### config.mk
export PLATFORM = sky130hd
export DESIGN_NAME = bist_march_ctrl
export DESIGN_NICKNAME = d
export VERILOG_FILES = /design/src/rtl/bist_pkg.sv /design/src/rtl/bist_march_rom.sv /design/src/rtl/bist_march_ctrl.sv
export SDC_FILE = /design/constraint.sdc
export NUM_CORES = 1
export LEC_CHECK = 0
export ABC_AREA = 1
export CORE_MARGIN = 1
export CORE_UTILIZATION = 40
export CTS_CLUSTER_DIAMETER = 60
export CTS_CLUSTER_SIZE = 12
export DETAILED_ROUTE_END_ITERATION = 10
export HOLD_SLACK_MARGIN = 0.02
export PLACE_DENSITY = 0.67
export SLEW_MARGIN = 20
export SYNTH_ARGS = -nofsm -noshare
export SYNTH_HDL_FRONTEND = slang
export SYNTH_SLANG_ARGS = --single-unit
### constraint.sdc
create_clock -name clk -period 3.1 [get_ports clk]
set_clock_uncertainty 0.2 [all_clocks]
set_input_delay 0.775 -clock clk [delete_from_list [all_inputs] [get_ports clk]]
set_output_delay 0.775 -clock clk [all_outputs]
set_load 0.005 [all_outputs]
### src/rtl/bist_pkg.sv
// Shared types and constants for the March C- BIST sequencer.
package bist_pkg;

  typedef enum logic [1:0] {IDLE, RUN, FLUSH, DONE} state_t;

  localparam int NUM_ELEM = 6;

  localparam logic [1:0] MODE_SOLID  = 2'b00;
  localparam logic [1:0] MODE_CHECK  = 2'b01;
  localparam logic [1:0] MODE_NIBBLE = 2'b10;

  localparam logic [7:0] BG_SOLID  = 8'h00;
  localparam logic [7:0] BG_CHECK  = 8'h55;
  localparam logic [7:0] BG_NIBBLE = 8'h0F;

  // One march operation: read or write, data polarity, address direction,
  // and whether it is the final op at the current address.
  typedef struct packed {
    logic rd;
    logic pol;
    logic desc;
    logic last;
  } march_op_t;

  // E3 and E4 walk the address space downwards.
  function automatic logic elem_desc(input logic [2:0] e);
    return (e == 3'd3) || (e == 3'd4);
  endfunction

  // First background byte for a mode; mode 11 falls back to solid.
  function automatic logic [7:0] bg_byte(input logic [1:0] m);
    case (m)
      MODE_CHECK:  return BG_CHECK;
      MODE_NIBBLE: return BG_NIBBLE;
      default:     return BG_SOLID;
    endcase
  endfunction

endpackage

### src/rtl/bist_march_rom.sv
// March C- element table: maps (elem, phase) to the op to issue.
module bist_march_rom
  import bist_pkg::*;
(
  input  logic [2:0] elem,
  input  logic       phase,
  output march_op_t  op
);

  // E0 w0 | E1 r0,w1 | E2 r1,w0 | E3 r0,w1 | E4 r1,w0 | E5 r0
  always_comb begin
    op      = '0;
    op.desc = elem_desc(elem);
    case (elem)
      3'd0: begin
        op.rd   = 1'b0;
        op.pol  = 1'b0;
        op.last = 1'b1;
      end
      3'd1, 3'd3: begin
        op.rd   = !phase;
        op.pol  = phase;
        op.last = phase;
      end
      3'd2, 3'd4: begin
        op.rd   = !phase;
        op.pol  = !phase;
        op.last = phase;
      end
      3'd5: begin
        op.rd   = 1'b1;
        op.pol  = 1'b0;
        op.last = 1'b1;
      end
      default: op.last = 1'b1;
    endcase
  end

endmodule

### src/rtl/bist_march_ctrl.sv
// March C- BIST sequencer for a 2^ADDR_WIDTH-entry SRAM.
// Optional first-failure capture is built when BIST_FAIL_LOG_EN is defined.
module bist_march_ctrl
  import bist_pkg::*;
#(
  parameter int ADDR_WIDTH = 4,
  parameter int DATA_WIDTH = 8
) (
  input  logic                  clk,
  input  logic                  rst,
  input  logic                  start,
  input  logic [1:0]            mode,
  output logic                  mem_req,
  input  logic                  mem_gnt,
  output logic [ADDR_WIDTH-1:0] mem_addr,
  output logic                  mem_we,
  output logic                  mem_re,
  output logic [DATA_WIDTH-1:0] mem_wdata,
  input  logic [DATA_WIDTH-1:0] mem_rdata,
  output logic                  busy,
  output logic                  done,
  output logic                  fail,
  output logic [ADDR_WIDTH-1:0] fail_addr,
  output logic [2:0]            fail_elem
);

  localparam logic [ADDR_WIDTH-1:0] ADDR_LAST = {ADDR_WIDTH{1'b1}};
  localparam logic [ADDR_WIDTH-1:0] ADDR_ZERO = {ADDR_WIDTH{1'b0}};

  state_t                state;
  logic [2:0]            elem;
  logic                  phase;
  logic [ADDR_WIDTH-1:0] addr;
  logic [1:0]            mode_q;
  march_op_t             op;
  logic [7:0]            bg_b;
  logic [DATA_WIDTH-1:0] bg, pat;
  logic                  run_st, issue, at_end, start_acc, miss;
  logic                  rd_vld;
  logic [DATA_WIDTH-1:0] rd_exp;

  bist_march_rom u_rom (.elem(elem), .phase(phase), .op(op));

  // Background word: the mode's byte pattern repeated across the data width.
  always_comb begin
    bg_b = bg_byte(mode_q);
    bg   = '0;
    for (int i = 0; i < DATA_WIDTH; i++) bg[i] = bg_b[i % 8];
  end

  assign pat       = op.pol ? ~bg : bg;
  assign run_st    = (state == RUN);
  assign issue     = run_st && mem_gnt;
  assign at_end    = (addr == (op.desc ? ADDR_ZERO : ADDR_LAST));
  assign start_acc = (state == IDLE) && start;

  // Strobes are qualified by the grant in the same cycle so a lost grant
  // never leaks an op onto the port; address/data come from registers.
  assign mem_we    = issue && !op.rd;
  assign mem_re    = issue && op.rd;
  assign mem_wdata = run_st ? pat : '0;
  assign mem_addr  = addr;

  // Sequencing FSM: walks elements/addresses, only advancing on grant.
  always_ff @(posedge clk) begin
    if (rst) begin
      state   <= IDLE;
      elem    <= '0;
      phase   <= 1'b0;
      addr    <= '0;
      mode_q  <= '0;
      mem_req <= 1'b0;
      busy    <= 1'b0;
      done    <= 1'b0;
    end else begin
      case (state)
        IDLE: if (start) begin
          state   <= RUN;
          elem    <= '0;
          phase   <= 1'b0;
          addr    <= '0;
          mode_q  <= mode;
          mem_req <= 1'b1;
          busy    <= 1'b1;
        end
        RUN: if (mem_gnt) begin
          if (!op.last) begin
            phase <= 1'b1;
          end else begin
            phase <= 1'b0;
            if (!at_end)
              addr <= op.desc ? addr - 1'b1 : addr + 1'b1;
            else if (elem == 3'(NUM_ELEM - 1))
              state <= FLUSH;
            else begin
              elem <= elem + 3'd1;
              addr <= elem_desc(elem + 3'd1) ? ADDR_LAST : ADDR_ZERO;
            end
          end
        end
        FLUSH: begin
          state   <= DONE;
          mem_req <= 1'b0;
          busy    <= 1'b0;
          done    <= 1'b1;
        end
        DONE: if (!start) begin
          state <= IDLE;
          done  <= 1'b0;
        end
        default: state <= IDLE;
      endcase
    end
  end

  assign miss = rd_vld && (mem_rdata != rd_exp);

  // Read-compare pipeline: expected data travels one cycle behind the read.
  always_ff @(posedge clk) begin
    if (rst) begin
      rd_vld <= 1'b0;
      rd_exp <= '0;
      fail   <= 1'b0;
    end else begin
      rd_vld <= mem_re;
      rd_exp <= pat;
      if (start_acc)
        fail <= 1'b0;
      else if (miss)
        fail <= 1'b1;
    end
  end

`ifdef BIST_FAIL_LOG_EN
  logic [ADDR_WIDTH-1:0] rd_addr;
  logic [2:0]            rd_elem;

  // First-failure capture; fail still low means this is the first miss.
  always_ff @(posedge clk) begin
    if (rst) begin
      rd_addr   <= '0;
      rd_elem   <= '0;
      fail_addr <= '0;
      fail_elem <= '0;
    end else begin
      if (mem_re) begin
        rd_addr <= addr;
        rd_elem <= elem;
      end
      if (start_acc) begin
        fail_addr <= '0;
        fail_elem <= '0;
      end else if (miss && !fail) begin
        fail_addr <= rd_addr;
        fail_elem <= rd_elem;
      end
    end
  end
`else
  assign fail_addr = '0;
  assign fail_elem = '0;
`endif

endmodule

# Word level (Yosys, flattened, before mapping)
# Index checks and enable logic that the tools add are counted.
op_classes:
  n_addsub: 3
  mul: 0
  div: 0
  order_cmp: 0
  eq_ne: 22
  n_shift: 0
  muxes: 35
  bitwise: 1
  n_reduce_logical: 24
ops:
  columns: ["cell", "count"]
  rows:
  - ["$mux 4", 8]
  - ["$mux 8", 2]
  - ["$mux 3", 5]
  - ["$pmux 7 s2", 1]
  - ["$mux 2", 6]
  - ["$reduce_and 6->1", 2]
  - ["$ne 2x2->1 const B", 5]
  - ["$eq 3x2->1 const B", 3]
  - ["$eq 3x3->1 const B", 3]
  - ["$ne 8x8->1", 1]
  - ["$not 8->8", 1]
  - ["$pmux 2 s4", 1]
  - ["$pmux 4 s2", 1]
  - ["$eq 2x2->1 const B", 3]
  - ["$mux 1", 6]
  - ["$pmux 1 s2", 3]
  - ["$pmux 2 s3", 1]
  - ["$pmux 3 s2", 1]
  - ["$reduce_and 2->1", 3]
  - ["$reduce_bool 2->1", 3]
  - ["$reduce_or 2->1", 3]
  - ["$logic_and 1x1->1", 5]
  - ["$reduce_and 5->1", 1]
  - ["$add 4x1->4 const B", 1]
  - ["other kinds (12)", 16]
word_totals:
  reg_bits: 24
  latchBits: 0
  mem_bits_rw: 0
  rom_bits: 0
  inputBits: 14
  wordCells: 95
  memories: 0

# Logic depth before layout (Yosys ltp)
# Gate-level depths: netlist (run 1).
depth:
  depth_word: 9
  ltp_mapped: 18
  mapped_depth_nobuf: 18

# By module
# From an unflattened synthesis (run 1), not the netlist that was laid out.
unflattened:
  hier_cells: 223
  area_unflattened_um2: 1556.5
modules_own_cells:
  columns: ["module", "n_inst", "cells_per_inst", "area_per_inst_um2", "seq_area_each_um2"]
  rows:
  - ["bist_march_ctrl", 1, 206, 1462.7, 400.4]
  - ["bist_march_rom", 1, 17, 93.8, 0.0]

# Worst setup path before layout (run 1)
# Ideal clock, no wire load.
synth_path:
  kind: "register -> output"
  start: "register elem[0]"
  end: "output port mem_wdata[3]"
  t_arrival_ps: 1496
  required_time_ps: 2125
  slack_ps: 629
  path_stages_with_launch: 10
  path_cell_list: "dfxtp_1 inv_1 ha_1 inv_1 nand2_2 o211ai_1 o21a_2 xor2_1 nor2_1 buf_4"
synth_via:
  elab_chain_cells: 5
synth_lines:
  columns: ["item", "line", "rtl"]
  rows:
  - ["start, declared", "bist_march_ctrl.sv:31", "logic [2:0] elem;"]
  - ["start signal, assigned", "bist_march_ctrl.sv:96", "elem <= elem + 3'd1;"]
  - ["$eq 3x2->1, or another cell as far along", "bist_march_rom.sv:14", "case (elem)"]
  - ["$reduce_or 2->1 (on tied branches)", null, null]
  - ["$pmux 2 s3 (*)", "bist_march_rom.sv:14", null]
  - ["$mux 8 (*)", "bist_march_ctrl.sv:51", "assign pat = op.pol ? ~bg : bg;"]
  - ["$mux 8 (*)", "bist_march_ctrl.sv:61", "assign mem_wdata = run_st ? pat : '0;"]
  - ["end, declared", "bist_march_ctrl.sv:18", "output logic [DATA_WIDTH-1:0] mem_wdata,"]
# Every way passes the cells marked *; elsewhere a longest branch is shown, timed or not.

# Worst setup path after layout (run 1)
layout_path:
  start: "input port mem_gnt"
  end: "output port mem_re"
layout_via:
  elab_chain_cells: 2
layout_lines:
  columns: ["item", "line", "rtl"]
  rows:
  - ["start, declared", "bist_march_ctrl.sv:14", "input logic mem_gnt,"]
  - ["$logic_and 1x1->1", "bist_march_ctrl.sv:53", "assign issue = run_st && mem_gnt;"]
  - ["$logic_and 1x1->1", "bist_march_ctrl.sv:60", "assign mem_re = issue && op.rd;"]
  - ["end, declared", "bist_march_ctrl.sv:17", "output logic mem_re,"]
# No other way between the ends.

==> flow_summary.json, run 1 <==
{
  "fin_nets": 280,
  "grt_setup_unrepaired": "false",
  "cts.reportedPaths.clkPinSlew_ns": 0.08,
  "cts_tree": "yes",
  "hold_ws_ns": 0.270,
  "portBuffers": 31,
  "cts_root_buf": "clkbuf_8",
  "wl_per_cell_um": 10.1,
  "grt_remaining_overflow": 0,
  "fmax_mhz": 329,
  "drv_slew": 0,
  "postSynth.asyncResetShare": 0,
  "drive_gt1_frac": 0.129,
  "core-area_um2": 3690,
  "peakVddDrop_mv": 0.505,
  "fin_crit_sh": 0.981,
  "grt_pass1_wl_um": 5030,
  "cts.htree.levels": 1,
  "synth.area.top_cells": "dfxtp_1, ha_1, nand2_1",
  "clockBufferDepth": 2,
  "powerDensity_nw_per_um2": 1090,
  "grt_pass1_vias": 1184,
  "rr_worst_depth": 18,
  "drcViolationCount": 0,
  "place_congestion": 0.785,
  "antenna_found_initial": 0,
  "dr.pass1.iters": 4,
  "die_area_um2": 4130,
  "setup_violations": 0,
  "hp-start": "rd_vld$_SDFF_PP0_",
  "fin_setup_tns_ns": 0,
  "crit_fanout": 3,
  "synth_edf_count": 0,
  "synth_top_cell_by_area": "dfxtp_1",
  "synth_area_um2": 1550,
  "path_class": "input port to output port",
  "area_delta_synth_final_pct": 23.6,
  "required_ns": 2.12,
  "synth.distinct_cells": 31,
  "grt_max_degree": 14,
  "status": "finished, final reports clean",
  "via_per_inst": 4.58,
  "top_usage_layer": "met2",
  "r2r-start": "elem[0]$_SDFFE_PP0P_",
  "antenna_cells": 0,
  "max-cap-violations": 0,
  "die_h_um": 64.3,
  "io_pins": 39,
  "ys_ff_latch": 20,
  "insertion_delay_ns": 0.26,
  "crit_path_end_kind": "output port",
  "synthFlopType": "dfxtp_1",
  "die_w_um": 64.3,
  "fin_crit_ns": 3.04,
  "synthCells": 223,
  "rows": 22,
  "whs_path_depth": 2,
  "yosys.cell_count.top_type": "nand2_1",
  "hold_viol_final": 0,
  "start_util": 0.420,
  "vias": 1361,
  "antenna_left": 0,
  "crit_path_start": "mem_gnt",
  "yosysWarnings": 0,
  "place.detailed.hpwl_um": 2290,
  "synth_top_area_frac": 0.258,
  "routed_wirelength_um": 2990,
  "ys_seq_area_frac": 0.258,
  "crit_arrival_ns": 2.07,
  "hold_class": "register to register",
  "drtIter0Drc": 23,
  "syn_avg_cell_area_um2": 6.95,
  "track_usage": 0.152,
  "startpoint_type": "input port",
  "fillers": 381,
  "cellLeakagePower_uw": 0.000948,
  "synth_common_cells": "nand2_1, nor2_1, inv_1",
  "cts_buffers": 3,
  "cts_sinks": 20,
  "use_met2": 0.262,
  "gr-usage-met3": 0.0393,
  "grt_use_met1": 0.191
}
cell type report:
type / count / area (µm²) / area share
Clock buffer: 3 / 41.3 / 0.0215
Clock inverter: 1 / 30.0 / 0.0157
Inverter: 31 / 116 / 0.0607
Multi-Input combinational cell: 163 / 958 / 0.500
Sequential cell: 20 / 408 / 0.213
Tap cell: 48 / 60.1 / 0.0313
Timing Repair Buffer: 31 / 303 / 0.158
flip-flops by register name (all words and copies together), names as in the netlist:
register  flops
state         2
fail          1
rd_exp        4
busy          1
mode_q        2
done          1
phase         1
rd_vld        1
mem_addr      4
elem          3
critical path, stage by stage:
cell             delay (ns)
clkdlybuf4s50_1        0.49
nand2_1                0.09
inv_1                  0.08
nand2_1                0.06
inv_1                  0.07
clkdlybuf4s50_1        0.50
repair_timing:
item	4_1_cts	5_1_grt
gates resized for setup	13	2
gates cloned	0	0
pin swaps	1	0
setup endpoints to repair	6	3
setup buffers	0	0
hold buffers	0	0
power by group:
group	switching, µW	internal (µW)
clock	96.9	173
combinational	794	560
sequential	86.6	370
total	978	1100
per-layer routing:
layer / vias to the layer above / share of wire
met1: 601 / 0.49
met4: 0 / 0.0017
li1: 734 / -
met3: 2 / 0.044
met5: - / 0
met2: 24 / 0.47
per-stage QoR:
stage                     area, µm²  worst slack, ns  instances  utilization  total power [µW]
after global routing           1920          0.00342        297        0.520              2310
final                          1920           0.0577        297        0.520              2080
after detailed placement       1830           0.0679        293        0.496              1820
after floorplan                1570            0.629        229            -              1500
after global placement         1830           0.0584        293        0.496              1800
after CTS                      1910           0.0674        297        0.518              2090
final timing paths:
kind	slack, ns	to
max	0.06	mem_re
min	0.27	fail$_SDFFE_PP0P_
max reg2reg	0.58	mem_addr[0]$_SDFFE_PP0P_
min reg2reg	0.27	fail$_SDFFE_PP0P_
cell usage in the layout, fill, tap and decap left out, types with 2 or more instances in the layout:
cell type        Yosys  routed
nand2_1             43      43
nor2_1              35      34
clkdlybuf4s50_1      0      25
inv_1               25      24
dfxtp_1             20      18
a21oi_1             14      14
ha_1                15      13
nand3_1             10      10
inv_2                6       7
nand2_2              7       7
conb_1               1       7
dlygate4sd2_1        0       6
o21ai_0              5       5
nand2_4              4       4
xor2_1               3       3
o21ai_1              3       3
nand4_1              3       3
clkbuf_8             1       3
o211ai_1             2       2
dfxtp_4              0       2
kinds of logic after synthesis:
family | count (synthesis) | share of synthesized area
XOR/XNOR | 4 | 0.0226
buffers and inverters | 46 | 0.149
adder cells (fa/ha/maj) | 16 | 0.134
AO/OA/AOI/OAI | 30 | 0.117
AND/OR/NAND/NOR | 106 | 0.316
other | 1 | 0.00242
flip-flops | 20 | 0.258
Note: power is estimated with default switching activity, not from simulation.
==> run 2: changes to the inputs <==
Settings changed: CAP_MARGIN set to 20.
==> results of run 2 <==
Same layout as run 1: the final DEF is identical, and so are final timing and power.
==> run 3: changes to the inputs <==
Settings changed: SKIP_LAST_GASP set to 1.
==> run 3 against run 2 <==
Effect of this change: combinational power barely moved; clock power barely moved; sequential share of layout area fell by 0.097 points; routed wire length fell by 0.23%; sequential power barely moved.
==> flow_summary.json, run 3 (synthesis gave the netlist of run 1 again) <==
{
  "final_cell_mix": "nand2_1, nor2_1, clkdlybuf4s50_1, inv_1, dfxtp_1",
  "power_uw": 2090,
  "seqCellArea_um2": 408,
  "crit_fanout": 3,
  "path_delay_family": "buffers and inverters",
  "area_delta_synth_final_pct": 24.2,
  "max-cap-violations": 0,
  "path_buf_inv": 4,
  "track_usage": 0.152,
  "wl_per_cell_um": 10.0,
  "fin_nets": 281,
  "core-area_um2": 3690,
  "required_ns": 2.12,
  "utilization": 0.522,
  "mostFrequentLayoutCell": "nand2_1",
  "cts_root_buf": "clkbuf_8",
  "dr.pass1.iters": 4,
  "cts_buffers": 3,
  "status": "finished, final reports clean",
  "cellLeakagePower_uw": 0.000966,
  "drv_slew": 0,
  "cts_tree": "yes",
  "start_util": 0.420,
  "grt_max_degree": 14,
  "antenna_left": 0,
  "fin_crit_ns": 3.04,
  "peakVddDrop_mv": 0.503,
  "place_congestion": 0.785,
  "whs_path_depth": 2,
  "crit_path_end_kind": "output port",
  "die_w_um": 64.3,
  "fin_crit_sh": 0.981,
  "cp_slowest_stage_delay_ns": 0.50,
  "timing.final.ws_setup_ns": 0.0589,
  "multiInputGateArea_um2": 956,
  "rr_worst_depth": 18,
  "grt_remaining_overflow": 0,
  "io_pins": 39,
  "hold_ws_ns": 0.270,
  "setup_violations": 0,
  "crit_arrival_ns": 2.07,
  "fmax_mhz": 329,
  "critPathSlowestCell": "clkdlybuf4s50_1",
  "insertion_delay_ns": 0.26,
  "die_area_um2": 4130,
  "fillers": 381,
  "dp_slack_ns": 0.0679,
  "place.detailed.hpwl_um": 2290,
  "via_per_inst": 4.56,
  "drtIter0Drc": 29,
  "cts_sinks": 20,
  "grt_pass1_vias": 1184,
  "cts.htree.levels": 1,
  "hold_viol_final": 0,
  "antenna_cells": 0,
  "startpoint_type": "input port",
  "powerDensity_nw_per_um2": 1090,
  "portBuffers": 31,
  "path_class": "input port to output port",
  "routed_wirelength_um": 2980,
  "clockBufferDepth": 2,
  "hold_class": "register to register",
  "drcViolationCount": 0,
  "die_h_um": 64.3,
  "antenna_found_initial": 0,
  "crit_chain": "clkdlybuf4s50_1, nand2_1, inv_1, nand2_1, inv_1, clkdlybuf4s50_1",
  "cts.reportedPaths.clkPinSlew_ns": 0.08,
  "ctsHoldBuffers": 0,
  "path_depth": 6,
  "drive_gt1_frac": 0.128,
  "rows": 22,
  "vias": 1360,
  "grt_setup_unrepaired": "true",
  "grt_pass1_wl_um": 5030
}
-- run 3: changes by cell type in the layout (fill, tap and decap cells not counted), sizes merged --
cell | previous run | this run
buf | 0 | 1
dlygate4sd2 | 6 | 5
dlymetal6s2s | 0 | 1
-- run 3: what timing repair did --
action	CTS	global route
pin swaps	1	1
resized for setup	12	2
endpoints found under the setup margin	6	4
setup buffers	0	1
-- run 3: layout make-up --
cell class / count / share of cell area
multi-input combinational: 163 / 0.496
sequential: 20 / 0.212
timing repair buffer: 32 / 0.163
tap: 48 / 0.0312
clock inverter: 1 / 0.0156
inverter: 31 / 0.0604
clock buffer: 3 / 0.0214
-- run 3: final timing paths --
path                        start                       end  slack [ns]
min reg2reg     rd_vld$_SDFF_PP0_         fail$_SDFFE_PP0P_        0.27
max                       mem_gnt                    mem_re        0.06
max reg2reg  elem[0]$_SDFFE_PP0P_  mem_addr[0]$_SDFFE_PP0P_        0.58
min             rd_vld$_SDFF_PP0_         fail$_SDFFE_PP0P_        0.27
-- run 3: metal layers --
| layer | global-route usage | share of wire | wire length [µm] | up-vias |
|---|---|---|---|---|
| li1 | - | - | - | 736 |
| met1 | 0.191 | 0.49 | 1460 | 596 |
| met2 | 0.262 | 0.46 | 1380 | 26 |
| met3 | 0.0393 | 0.045 | 134 | 2 |
| met4 | 0.0278 | 0.0017 | 5 | 0 |
| met5 | 0 | 0 | 0 | - |
-- run 3: worst reg2reg max path, delay by kind of cell (launching register included) --
family,cells,cell delay [ns]
compound gates,1,0.14
fa+ha+maj,2,0.56
simple gates,11,0.86
flops,1,0.39
buf+inv,4,0.27
-- run 3: metrics by stage --
stage	TNS (ns)	area [µm²]	std cells
2_1_floorplan	0	1570	229
3_3_place_gp	0	1830	293
3_5_place_dp	0	1830	293
4_1_cts	-0.0498	1910	297
5_1_grt	-0.231	1930	298
6_report	0	1930	298
-- run 3: power by group --
| group | internal, µW | switching, µW |
|---|---|---|
| clock network | 173 | 96.0 |
| logic | 575 | 794 |
| registers | 370 | 86.8 |
| total | 1120 | 977 |
